===== src/rtl/gamepad_poller_pkg.sv =====
// Shared definitions for the 3-button pad poller: FSM state codes and button bit
// indices. The CPU button register uses the same bit indices.
package gamepad_poller_pkg;

    localparam logic [3:0] IDLE   = 4'd0;
    localparam logic [3:0] SEL_HI = 4'd1;
    localparam logic [3:0] SEL_LO = 4'd2;
    localparam logic [3:0] COMMIT = 4'd3;

    localparam int BTN_UP    = 0;
    localparam int BTN_DOWN  = 1;
    localparam int BTN_LEFT  = 2;
    localparam int BTN_RIGHT = 3;
    localparam int BTN_B     = 4;
    localparam int BTN_C     = 5;
    localparam int BTN_A     = 6;
    localparam int BTN_START = 7;

    function automatic logic [3:0] sat_inc(input logic [3:0] v);
        return (v == 4'hF) ? v : v + 4'd1;
    endfunction

endpackage


===== src/rtl/gamepad_poller_pin_sync.sv =====
// Two-flop synchronizer for one raw pad line; resets high to match an idle pad pin.
module gamepad_poller_pin_sync (
    input  logic clk,
    input  logic reset,
    input  logic d,
    output logic q
);

    logic meta;

    always_ff @(posedge clk or negedge reset) begin
        if (!reset) begin
            meta <= 1'b1;
            q    <= 1'b1;
        end else begin
            // NOTE: non-blocking so q takes the old meta, giving two real flop stages.
            meta <= d;
            q    <= meta;
        end
    end

endmodule


===== src/rtl/gamepad_poller.sv =====
// Polls a 3-button DB9 pad: toggles select, samples both halves, debounces across
// polls and publishes an active-high button byte with press/release pulses.
module gamepad_poller #(
    parameter int unsigned POLL_DIV = 50000,
    parameter int unsigned SETTLE   = 16,
    parameter int unsigned DEBOUNCE = 2
) (
    input  logic       clk,
    input  logic       reset,
    input  logic       pin0,
    input  logic       pin1,
    input  logic       pin2,
    input  logic       pin3,
    input  logic       pin5,
    input  logic       pin8,
    input  logic       poll_now,
    output logic       pin6,
    output logic [7:0] buttons,
    output logic [7:0] pressed,
    output logic [7:0] released,
    output logic       present,
    output logic [3:0] curr
);

    import gamepad_poller_pkg::*;

    localparam int TW = (POLL_DIV > 1) ? $clog2(POLL_DIV) : 1;
    localparam int CW = $clog2(SETTLE);
    localparam logic [TW-1:0] TMR_MAX = TW'(POLL_DIV - 1);
    localparam logic [CW-1:0] CNT_MAX = CW'(SETTLE - 1);
    localparam logic [3:0]    DEB_MIN = 4'(DEBOUNCE);

    // Synced pad lines, index order {pin8, pin5, pin3, pin2, pin1, pin0}.
    logic [5:0] pad_raw;
    logic [5:0] pad_s;

    assign pad_raw = {pin8, pin5, pin3, pin2, pin1, pin0};

    for (genvar i = 0; i < 6; i++) begin : g_sync
        gamepad_poller_pin_sync u_pin_sync (
            .clk   (clk),
            .reset (reset),
            .d     (pad_raw[i]),
            .q     (pad_s[i])
        );
    end

    logic [TW-1:0] tmr;
    logic          tick;
    logic          req;

    assign tick = (tmr == TMR_MAX);
    assign req  = tick | poll_now;

    always_ff @(posedge clk or negedge reset) begin
        if (!reset) begin
            tmr <= '0;
        end else begin
            tmr <= tick ? '0 : tmr + 1'b1;
        end
    end

    logic          pending;
    logic [CW-1:0] cnt;
    logic [5:0]    hi_q;
    logic          a_q;
    logic          start_q;
    logic          det_q;
    logic [7:0]    last_cand;
    logic [3:0]    stable;

    logic [7:0] btn_n;
    logic [7:0] cand;
    logic [3:0] stable_n;
    logic       take;

    always_comb begin
        // NOTE: every output of this block gets a default first, so no path can infer a latch.
        btn_n            = '1;
        btn_n[BTN_UP]    = hi_q[0];
        btn_n[BTN_DOWN]  = hi_q[1];
        btn_n[BTN_LEFT]  = hi_q[2];
        btn_n[BTN_RIGHT] = hi_q[3];
        btn_n[BTN_B]     = hi_q[4];
        btn_n[BTN_C]     = hi_q[5];
        btn_n[BTN_A]     = a_q;
        btn_n[BTN_START] = start_q;

        cand     = det_q ? ~btn_n : 8'h00;
        stable_n = (cand == last_cand) ? sat_inc(stable) : 4'd1;
        take     = (stable_n >= DEB_MIN) && (cand != buttons);
    end

    always_ff @(posedge clk or negedge reset) begin
        if (!reset) begin
            curr      <= IDLE;
            pin6      <= 1'b1;
            pending   <= 1'b0;
            cnt       <= '0;
            hi_q      <= '1;
            a_q       <= 1'b1;
            start_q   <= 1'b1;
            det_q     <= 1'b0;
            last_cand <= '0;
            stable    <= '0;
            buttons   <= '0;
            pressed   <= '0;
            released  <= '0;
            present   <= 1'b0;
        end else begin
            pressed  <= '0;
            released <= '0;

            // A request arriving while the pending one is consumed starts the next poll.
            if (curr == IDLE && pending) begin
                pending <= req;
            end else begin
                pending <= pending | req;
            end

            case (curr)
                IDLE: begin
                    pin6 <= 1'b1;
                    if (pending) begin
                        curr <= SEL_HI;
                        cnt  <= '0;
                    end
                end

                SEL_HI: begin
                    if (cnt == CNT_MAX) begin
                        hi_q <= pad_s;
                        cnt  <= '0;
                        pin6 <= 1'b0;
                        curr <= SEL_LO;
                    end else begin
                        cnt <= cnt + 1'b1;
                    end
                end

                SEL_LO: begin
                    if (cnt == CNT_MAX) begin
                        a_q     <= pad_s[4];
                        start_q <= pad_s[5];
                        // A real 3-button pad pulls Left and Right low while select is low.
                        det_q   <= ~pad_s[2] & ~pad_s[3];
                        cnt     <= '0;
                        pin6    <= 1'b1;
                        curr    <= COMMIT;
                    end else begin
                        cnt <= cnt + 1'b1;
                    end
                end

                COMMIT: begin
                    present   <= det_q;
                    last_cand <= cand;
                    stable    <= stable_n;
                    if (take) begin
                        buttons  <= cand;
                        pressed  <= cand & ~buttons;
                        released <= ~cand & buttons;
                    end
                    curr <= IDLE;
                end

                default: begin
                    pin6 <= 1'b1;
                    curr <= IDLE;
                end
            endcase
        end
    end

endmodule


===== config.mk =====
export PLATFORM = sky130hd
export DESIGN_NAME = gamepad_poller
export DESIGN_NICKNAME = d
export VERILOG_FILES = /design/src/rtl/gamepad_poller_pkg.sv /design/src/rtl/gamepad_poller_pin_sync.sv /design/src/rtl/gamepad_poller.sv
export SDC_FILE = /design/constraint.sdc
export NUM_CORES = 1
export LEC_CHECK = 0
export BUFFER_PORTS_ARGS = -buffer_cell sky130_fd_sc_hd__buf_2
export CORE_MARGIN = 2
export CORE_UTILIZATION = 63
export DETAILED_ROUTE_END_ITERATION = 12
export GPL_TIMING_DRIVEN = 0
export PLACE_DENSITY = 0.87
export RECOVER_POWER = 50
export SLEW_MARGIN = 10
export SYNTH_ARGS = -nofsm -noshare
export SYNTH_HDL_FRONTEND = slang
export SYNTH_SLANG_ARGS = --single-unit

===== constraint.sdc =====
create_clock -name clk -period 3.54 [get_ports clk]
set_input_delay 0.177 -clock clk [delete_from_list [all_inputs] [get_ports clk]]
set_output_delay 0.177 -clock clk [all_outputs]
set_load 0.05 [all_outputs]

==> results.toml, run 1 <==
[synthesis]
synth_area_um2 = 3820
post-synth-top-area-cell = "dfrtp_1"
ys_seq_area_share_pct = 54.5
yosysUniqueCellTypes = 43
ys.flop_type = "dfrtp_1"
synthCells = 321
synth_top_cell_area_share_pct = 40.0
synth-warning-count = 0
synth-edff-count = 0
ys_ff_latch = 82
synth_area_leaders = "dfrtp_1, dfstp_2, ha_1, mux2_2, and2_1"
synth_commonest_cells = "dfrtp_1, ha_1, dfstp_2, inv_1, mux2_2"
avgSynthCellArea_um2 = 11.9
synth.most_common_cell = "dfrtp_1"
async_reset_ff_share_pct = 100

[detailed_routing]
postRouteAntennaNets = 0
avgRoutedWirePerCell_um = 13.7
drt_first_pass_iters = 4
drc = 0
routed_via_density = 5.45
wl_um = 6260
drt-initial-drc-count = 84
vias = 2492

[placement]
hpwl_um = 4410
place.gp.congestion = 0.850
placement.setup.worst_slack_ns = 1.04
placed_cells = 434
port_buffers = 36
dpl_cell_area_um2 = 4120

[floorplanning]
fp.dieArea_um2 = 6700
rows = 28
initial_core_util_pct = 64.8
die_h_um = 81.8
die_width_um = 81.8
pin_count = 39
core_area_um2 = 5890

[sta]
fin_crit_sh_pct = 72.6
fin_worst_skew_ns = 0.00907
post-route-min-period_ns = 2.57
hold_ws_ns = 0.0271
grt_setup_unrepaired = "no"
maxSlewViolCount = 0
max_freq_mhz = 389
setup_viol = 0
hold_viol_final = 0
worst_pin_slew_ns = 1.33
slew_headroom_pct = 11.1
layout_setup_ws_ns = 0.968
finalSetupTns_ns = 0

[cts]
clockBufferDepth = 2
cts_sinks = 82
cts_buffers = 9
tritoncts = "yes"
htreeDepth = 3
cts_setup_buffers = 0
clkTransAtPathRegs_ns = 0.08
cts_root_buffer = "clkbuf_8"
clk_latency_ns = 0.35

[global_route]
antenna_found_initial = 0
grt_overflow_total = 0
grt_use_met1_pct = 26.0
use_met3_pct = 3.30
grt_util_met2_pct = 35.9
grt_pass1_vias = 2437
grt_use_total_pct = 21.1
grt_max_degree = 58
busiest_layer = "met2"
grt_pass1_wl_um = 10600

[outcome]
status = "finished clean"

[finish]
finalCoreUtilization_pct = 73.6
antenna_cells = 0
fin_area_um2 = 4330
stdcell_count = 457
fin_nets = 410
drive_gt1_share_pct = 25.7
area_delta_synth_final_pct = 13.5
n_fill_cell = 414

[worst_setup_path]
critPathMaxFanout = 57
required_ns = 3.79
worstSetupEndpointType = "asynchronous set/reset pin"
worst_ep_arrival_time_ns = 2.82
worstSetupStartpointType = "input port"
ff2ff_setup_slack_ns = 1.03
setup.worst_path.class = "input port to asynchronous set/reset pin"

[job]
cap_violations = 0

[pwr]
switchingPower_mw = 0.653
sequentialPowerShare_pct = 51.8
ir_drop_uv = 654
clkPwrFrac_pct = 28.0
p_int_mw = 1.43
power_mw = 2.08
p_sw_share_pct = 31.4
power.density_nw_per_um2 = 480
combPwrFrac_pct = 20.1
p_leak_nw = 2.14

[worst_hold_path]
hold_class = "input port to flop"
## cells in the final DEF, fill, tap and decap left out, types with 10 or more instances in the layout
| cell | instances |
|---|---|
| dfrtp_1 | 61 |
| buf_2 | 35 |
| ha_1 | 24 |
| inv_1 | 21 |
| dfstp_2 | 21 |
| mux2_2 | 19 |
| nor2_1 | 18 |
| and2_1 | 17 |
| nor2b_1 | 14 |
| xor2_1 | 12 |
| nand2_1 | 12 |
| nand3_1 | 10 |
## state kept, by name, summed over array words and instances (netlist names), 4 cells and up
register,cells
tmr,16
buttons,8
last_cand,8
pressed,8
released,8
g_sync.u_pin_sync.meta,6
g_sync.u_pin_sync.q,6
hi_q,6
cnt,4
stable,4
## critical path, stage by stage
cell,delay [ns]
dlygate4sd3_1,0.52
clkbuf_1,0.94
clkbuf_2,1.15
## per-layer routing
metal | up-vias | share of wire [%]
met2 | 57 | 51
met1 | 1223 | 43
met4 | 0 | 2.6
li1 | 1197 | -
met5 | - | 0
met3 | 15 | 3.6
## cell type report
type                            count  area (um^2)  share of cell area, %
Buffer                             12         75.1                   1.73
Clock buffer                       11          131                   3.03
Clock inverter                      5         31.3                  0.722
Inverter                           21         78.8                   1.82
Multi-Input combinational cell    207         1590                   36.7
Sequential cell                    82         2080                   48.0
Tap cell                           75         93.8                   2.17
Timing Repair Buffer               44          254                   5.87
## power groups by stage
| stage | Sequential [mW] | Combinational [mW] | Clock, mW |
|---|---|---|---|
| 2_1_floorplan | 1.12 | 0.281 | 0 |
| 3_3_place_gp | 1.09 | 0.397 | 0 |
| 3_5_place_dp | 1.09 | 0.421 | 0 |
| 4_1_cts | 1.08 | 0.426 | 0.595 |
| 5_1_grt | 1.09 | 0.478 | 0.630 |
| 6_report | 1.08 | 0.419 | 0.583 |
## logic make-up after synthesis
logic type / after synthesis / share of synthesized area, %
xor+xnor: 18 / 4.13
mux: 28 / 7.97
buf+inv: 33 / 4.03
compound gates: 30 / 5.70
flops: 82 / 54.5
other cells: 1 / 0.0983
simple gates: 105 / 15.7
fa+ha+maj: 24 / 7.87
## repair_timing
| action | in CTS | in global routing |
|---|---|---|
| resized for setup | 0 | 0 |
| endpoints found under the setup margin | 0 | 0 |
| hold endpoints to repair | 31 | 0 |
| hold buffers | 7 | 0 |
## final timing paths
path | start | endpoint | cells after the start
max reg2reg | det_q | buttons[5] | 9
min | poll_now | pending | 2
min reg2reg | g_sync[2].u_pin_sync.meta | g_sync[2].u_pin_sync.q | 0
max | reset | last_cand[0] | 3
min in group asynchronous | reset | buttons[1] | 2
max in group clk | det_q | buttons[5] | 9
(Power assumes the default switching activity.)
==> run 2: changes to the inputs <==
CORE_UTILIZATION = 58   (was 63)
PLACE_DENSITY = 0.82   (was 0.87)
clock period = 2.7 ns   (was 3.54 ns; I/O delays follow)
==> run 2 against run 1 <==
Cell count rose by 0.66%. First-iteration DRC count fell by 7.1%. Global-route usage fell by 1.5 points. Hold slack gained 0.33 ns. Die area increased by 8.2%. Final area is 0.75% higher. Sequential cell count stayed put. Clock power grew 39%. Via count fell by 1.7%. Clock skew shrank 0.0053 ns. Critical path type is now flop to flop. Largest cell class unchanged.
==> results.toml, run 2 (synthesis gave the netlist of run 1 again) <==
[cts]
cts_setup_buffers = 0
htreeDepth = 3
tritoncts = "yes"
clkTransAtPathRegs_ns = 0.08
cts_buffers = 9
clockBufferDepth = 2
cts_root_buffer = "clkbuf_8"
cts_sinks = 82
clk_latency_ns = 0.36

[floorplanning]
rows = 29
die_width_um = 85.1
pin_count = 39
fp.dieArea_um2 = 7240
core_area_um2 = 6350
initial_core_util_pct = 60.1
die_h_um = 85.1

[pwr]
p_sw_share_pct = 30.8
power.density_nw_per_um2 = 638
p_int_mw = 1.93
switchingPower_mw = 0.856
clkPwrFrac_pct = 29.1
ir_drop_uv = 729
combPwrFrac_pct = 19.9
sequentialPowerShare_pct = 51.0
p_leak_nw = 2.16

[detailed_routing]
top_layer = "met4"
drt_first_pass_iters = 4
vias = 2450
wl_um = 6460
m1WireLength_um = 2820
postRouteAntennaNets = 0
drt-initial-drc-count = 78
wl_met3_um = 239
avgRoutedWirePerCell_um = 14.1
met2_length_um = 3240
drc = 0
routed_via_density = 5.33

[finish]
fin_area_um2 = 4360
final_common_cell = "dfrtp_1"
antenna_cells = 0
area_delta_synth_final_pct = 14.3
fin_nets = 411
largest_register = "tmr"
largest_reg_flops = 16
drive_gt1_share_pct = 25.8
final_cell_mix = "dfrtp_1, buf_2, ha_1"

[global_route]
antenna_found_initial = 0
grt_pass1_wl_um = 11000
grt_max_degree = 69
grt_pass1_vias = 2412
grt_use_total_pct = 19.5
grt_overflow_total = 0

[job]
cap_violations = 0

[sta]
hold_ws_ns = 0.358
max_freq_mhz = 406
worst_pin_slew_ns = 0.887
grt_setup_unrepaired = "no"
slew_headroom_pct = 40.9
finalSetupTns_ns = 0
maxSlewViolCount = 0
post-route-min-period_ns = 2.47
hold_viol_final = 0
setup_viol = 0
fin_worst_skew_ns = 0.00381
fin_crit_sh_pct = 91.3

[worst_setup_path]
worstPathCellList = "buf_6, nor2b_1, ha_1, nand4_1, o32ai_1, nor4_4, buf_6, mux2i_1"
required_ns = 2.98
cp_slowest_stage_delay_ns = 0.49
cpMostUsedCell = "buf_6"
setup.worst_path.class = "flop to flop"
worstSetupStartpointType = "flop"
cp_slowest_cell = "dfrtp_1"
worstSetupEndpointType = "flop"
worst_ep_arrival_time_ns = 2.74
critPathMaxFanout = 10

[placement]
hpwl_um = 4540
port_buffers = 36
place.gp.congestion = 0.805
dpl_cell_area_um2 = 4130

[outcome]
status = "finished clean"

[worst_hold_path]
hold_class = "flop to flop"
run 2: cell types whose count changed in the layout (fill, tap and decap cells not counted), sizes merged:
cell and delta:
dlygate4sd3 +1
run 2: critical path: cells and delay by family (launching register included):
family | cells | cell delay [ns]
buffers and inverters | 2 | 0.41
muxes | 1 | 0.20
AOI/OAI and AO/OA | 1 | 0.14
DFF | 1 | 0.49
and+or+nand+nor | 3 | 0.84
adders and majority gates | 1 | 0.30
run 2: layout make-up:
type | instances | area (um^2)
Timing Repair Buffer | 45 | 267
Fill cell | 472 | 1990
Clock inverter | 5 | 27.5
Multi-Input combinational cell | 207 | 1590
Buffer | 12 | 75.1
Sequential cell | 82 | 2080
Inverter | 21 | 78.8
Clock buffer | 11 | 153
Tap cell | 77 | 96.3
run 2: stage by stage:
step | worst slack, ns | util (%) | std cells | power, mW
floorplan | 0.461 | - | 322 | 1.83
global placement | 0.262 | 64.5 | 435 | 1.95
detailed placement | 0.201 | 65.0 | 436 | 1.99
CTS | 0.177 | 69.1 | 460 | 2.81
global route | 0.0455 | 68.7 | 460 | 2.94
finish | 0.235 | 68.7 | 460 | 2.78
run 2: final timing paths:
kind / start / to / slack, ns / cells after the start
min in group asynchronous: reset / released[2] / 0.38 / 2
min: g_sync[4].u_pin_sync.meta / g_sync[4].u_pin_sync.q / 0.36 / 0
max in group asynchronous: reset / last_cand[3] / 0.88 / 3
max: det_q / buttons[5] / 0.23 / 8
min reg2reg: g_sync[4].u_pin_sync.meta / g_sync[4].u_pin_sync.q / 0.36 / 0
max reg2reg: det_q / buttons[5] / 0.23 / 8
run 2: metal layers:
metal  vias to the layer above  GRT usage (%)
li1                       1194              -
met4                         0           10.4
met1                      1192           25.1
met2                        50           31.1
met5                         -              0
met3                        14           4.28
run 2: timing repair:
item / 4_1_cts / 5_1_grt
hold buffers: 8 / 0
resized for setup: 0 / 0
setup endpoints to repair: 0 / 0
endpoints found under the hold margin: 68 / 0
run 2: power by group through the flow:
| stage | clock [mW] | sequential [mW] | combinational [mW] |
|---|---|---|---|
| 2_1_floorplan | 0 | 1.47 | 0.368 |
| 3_3_place_gp | 0 | 1.43 | 0.525 |
| 3_5_place_dp | 0 | 1.44 | 0.551 |
| 4_1_cts | 0.834 | 1.42 | 0.559 |
| 5_1_grt | 0.880 | 1.43 | 0.625 |
| 6_report | 0.810 | 1.42 | 0.552 |
==> run 3: changes to the inputs <==
REMOVE_ABC_BUFFERS = 1   (was unset)
==> run 3 against run 2 <==
Sequential share of layout area increased by 0.068 points. Clock-buffer cell count increased by 3. Highest routed layer unchanged. Sequential cell count unchanged. Cell count decreased by 2.2%. Critical path depth decreased by 1.
==> results.toml, run 3 (synthesis gave the netlist of run 1 again) <==
[worst_setup_path]
critPathMaxFanout = 18
worstSetupEndpointType = "flop"
required_ns = 2.96
r2r_start = "det_q"
worstSetupStartpointType = "flop"
worst_ep_arrival_time_ns = 2.64
reg2regPathDepth = 7
setup.worst_path.class = "flop to flop"
ff2ff_setup_slack_ns = 0.32
r2r-end = "buttons[6]"

[cts]
cts_sinks = 82
cts_root_buffer = "clkbuf_8"
clkTransAtPathRegs_ns = 0.08
clockBufferDepth = 2
cts_buffers = 9
htreeDepth = 3
tritoncts = "yes"
clk_latency_ns = 0.34

[global_route]
grt_pass1_wl_um = 11000
grt_pass1_vias = 2401
antenna_found_initial = 0
grt_use_total_pct = 19.3
grt_max_degree = 69
grt_overflow_total = 0

[detailed_routing]
routed_via_density = 5.28
wl_um = 6140
avgRoutedWirePerCell_um = 13.6
postRouteAntennaNets = 0
vias = 2377
drt-initial-drc-count = 108
drt_first_pass_iters = 4
drc = 0

[floorplanning]
die_width_um = 85.1
rows = 29
initial_core_util_pct = 60.1
die_h_um = 85.1
pin_count = 39
core_area_um2 = 6350
fp.dieArea_um2 = 7240

[sta]
maxSlewViolCount = 0
post-route-min-period_ns = 2.38
hold_viol_final = 0
worst_pin_slew_ns = 0.868
setup_viol = 0
slew_headroom_pct = 42.1
finalSetupTns_ns = 0
max_freq_mhz = 420
grt_setup_unrepaired = "no"
fin_crit_sh_pct = 88.1
fin_worst_skew_ns = 0.00867

[placement]
port_buffers = 36
hpwl_um = 3990
place.gp.congestion = 0.796
dpl_cell_area_um2 = 4050

[pwr]
p_leak_nw = 2.13
power_mw = 2.87
ir_drop_uv = 778
power.density_nw_per_um2 = 658

[worst_hold_path]
whs_path_depth = 0
hold_end = "g_sync[2].u_pin_sync.q"
hold_class = "flop to flop"
hold_start = "g_sync[2].u_pin_sync.meta"

[finish]
n_fill_cell = 477
drive_gt1_share_pct = 24.9
largest_register = "tmr"
final_cell_mix = "dfrtp_1, buf_2, ha_1"
fin_area_um2 = 4360
fin_nets = 401
antenna_cells = 0
final_common_cell = "dfrtp_1"
largest_reg_flops = 16
area_delta_synth_final_pct = 14.2

[job]
cap_violations = 0

[outcome]
status = "finished clean"
-- run 3: cell types whose count changed in the layout (fill, tap and decap cells not counted) --
cell and delta:
buf_4 -2, clkinvlp_4 -1, clkinv_2 -3, nor4_4 +1, clkbuf_8 +1, bufinv_16 +1
buf_12 +1, buf_2 -1, buf_1 -1, buf_6 -3, clkbuf_1 -3
-- run 3: timing repair --
item,in CTS,in global routing
gates resized for setup,0,1
hold endpoints to repair,68,0
pin swaps,1,0
hold buffers,8,0
endpoints found under the setup margin,17,12
setup buffers,1,0
cloned,1,0
-- run 3: layer usage --
metal	global-route usage (%)	vias to the layer above	wire, um
met2	31.2	52	2960
li1	-	1180	-
met3	3.21	8	218
met4	8.23	0	99
met1	26.1	1137	2860
met5	0	-	0
-- run 3: final cells by class --
cell class	instances	area, um^2	share of cell area (%)
sequential	82	2080	47.7
multi-input combinational	208	1610	36.9
timing repair buffer	46	285	6.55
clock buffer	14	174	3.99
tap	77	96.3	2.21
inverter	21	78.8	1.81
clock inverter	2	35.0	0.804
-- run 3: worst max-delay path by stage --
stage	startpoint	end	slack (ns)	cells after the start
4_1_cts	det_q	released[6]	0.14	6
2_1_floorplan	curr[0]	buttons[0]	0.17	4
3_3_place_gp	det_q	buttons[7]	0.05	6
6_report	det_q	buttons[6]	0.32	7
5_1_grt	det_q	released[6]	0.04	6
3_5_place_dp	det_q	buttons[5]	-0.02	6
-- run 3: per-stage QoR --
step | hold slack, ns | setup slack, ns | std cells | utilization (%)
2_1_floorplan | -0.161 | 0.175 | 310 | -
3_3_place_gp | 0.240 | 0.0548 | 423 | 63.3
3_5_place_dp | 0.0105 | -0.0234 | 424 | 63.8
4_1_cts | 0.180 | 0.142 | 450 | 68.9
5_1_grt | 0.363 | 0.0448 | 450 | 68.6
6_report | 0.357 | 0.321 | 450 | 68.6
-- run 3: critical path: stages, from the launching register on --
cell     delay [ns]
dfrtp_1        0.62
nor2b_1        0.32
ha_1           0.30
nand4_1        0.12
o32ai_1        0.20
nor4_4         0.36
buf_12         0.18
mux2i_1        0.18
-- run 3: report_power, final --
part	leakage, nW	internal [mW]	switching, mW
Combinational	0.989	0.218	0.324
Sequential	1.04	1.32	0.0953
Clock	0.106	0.509	0.401
Total	2.13	2.05	0.820
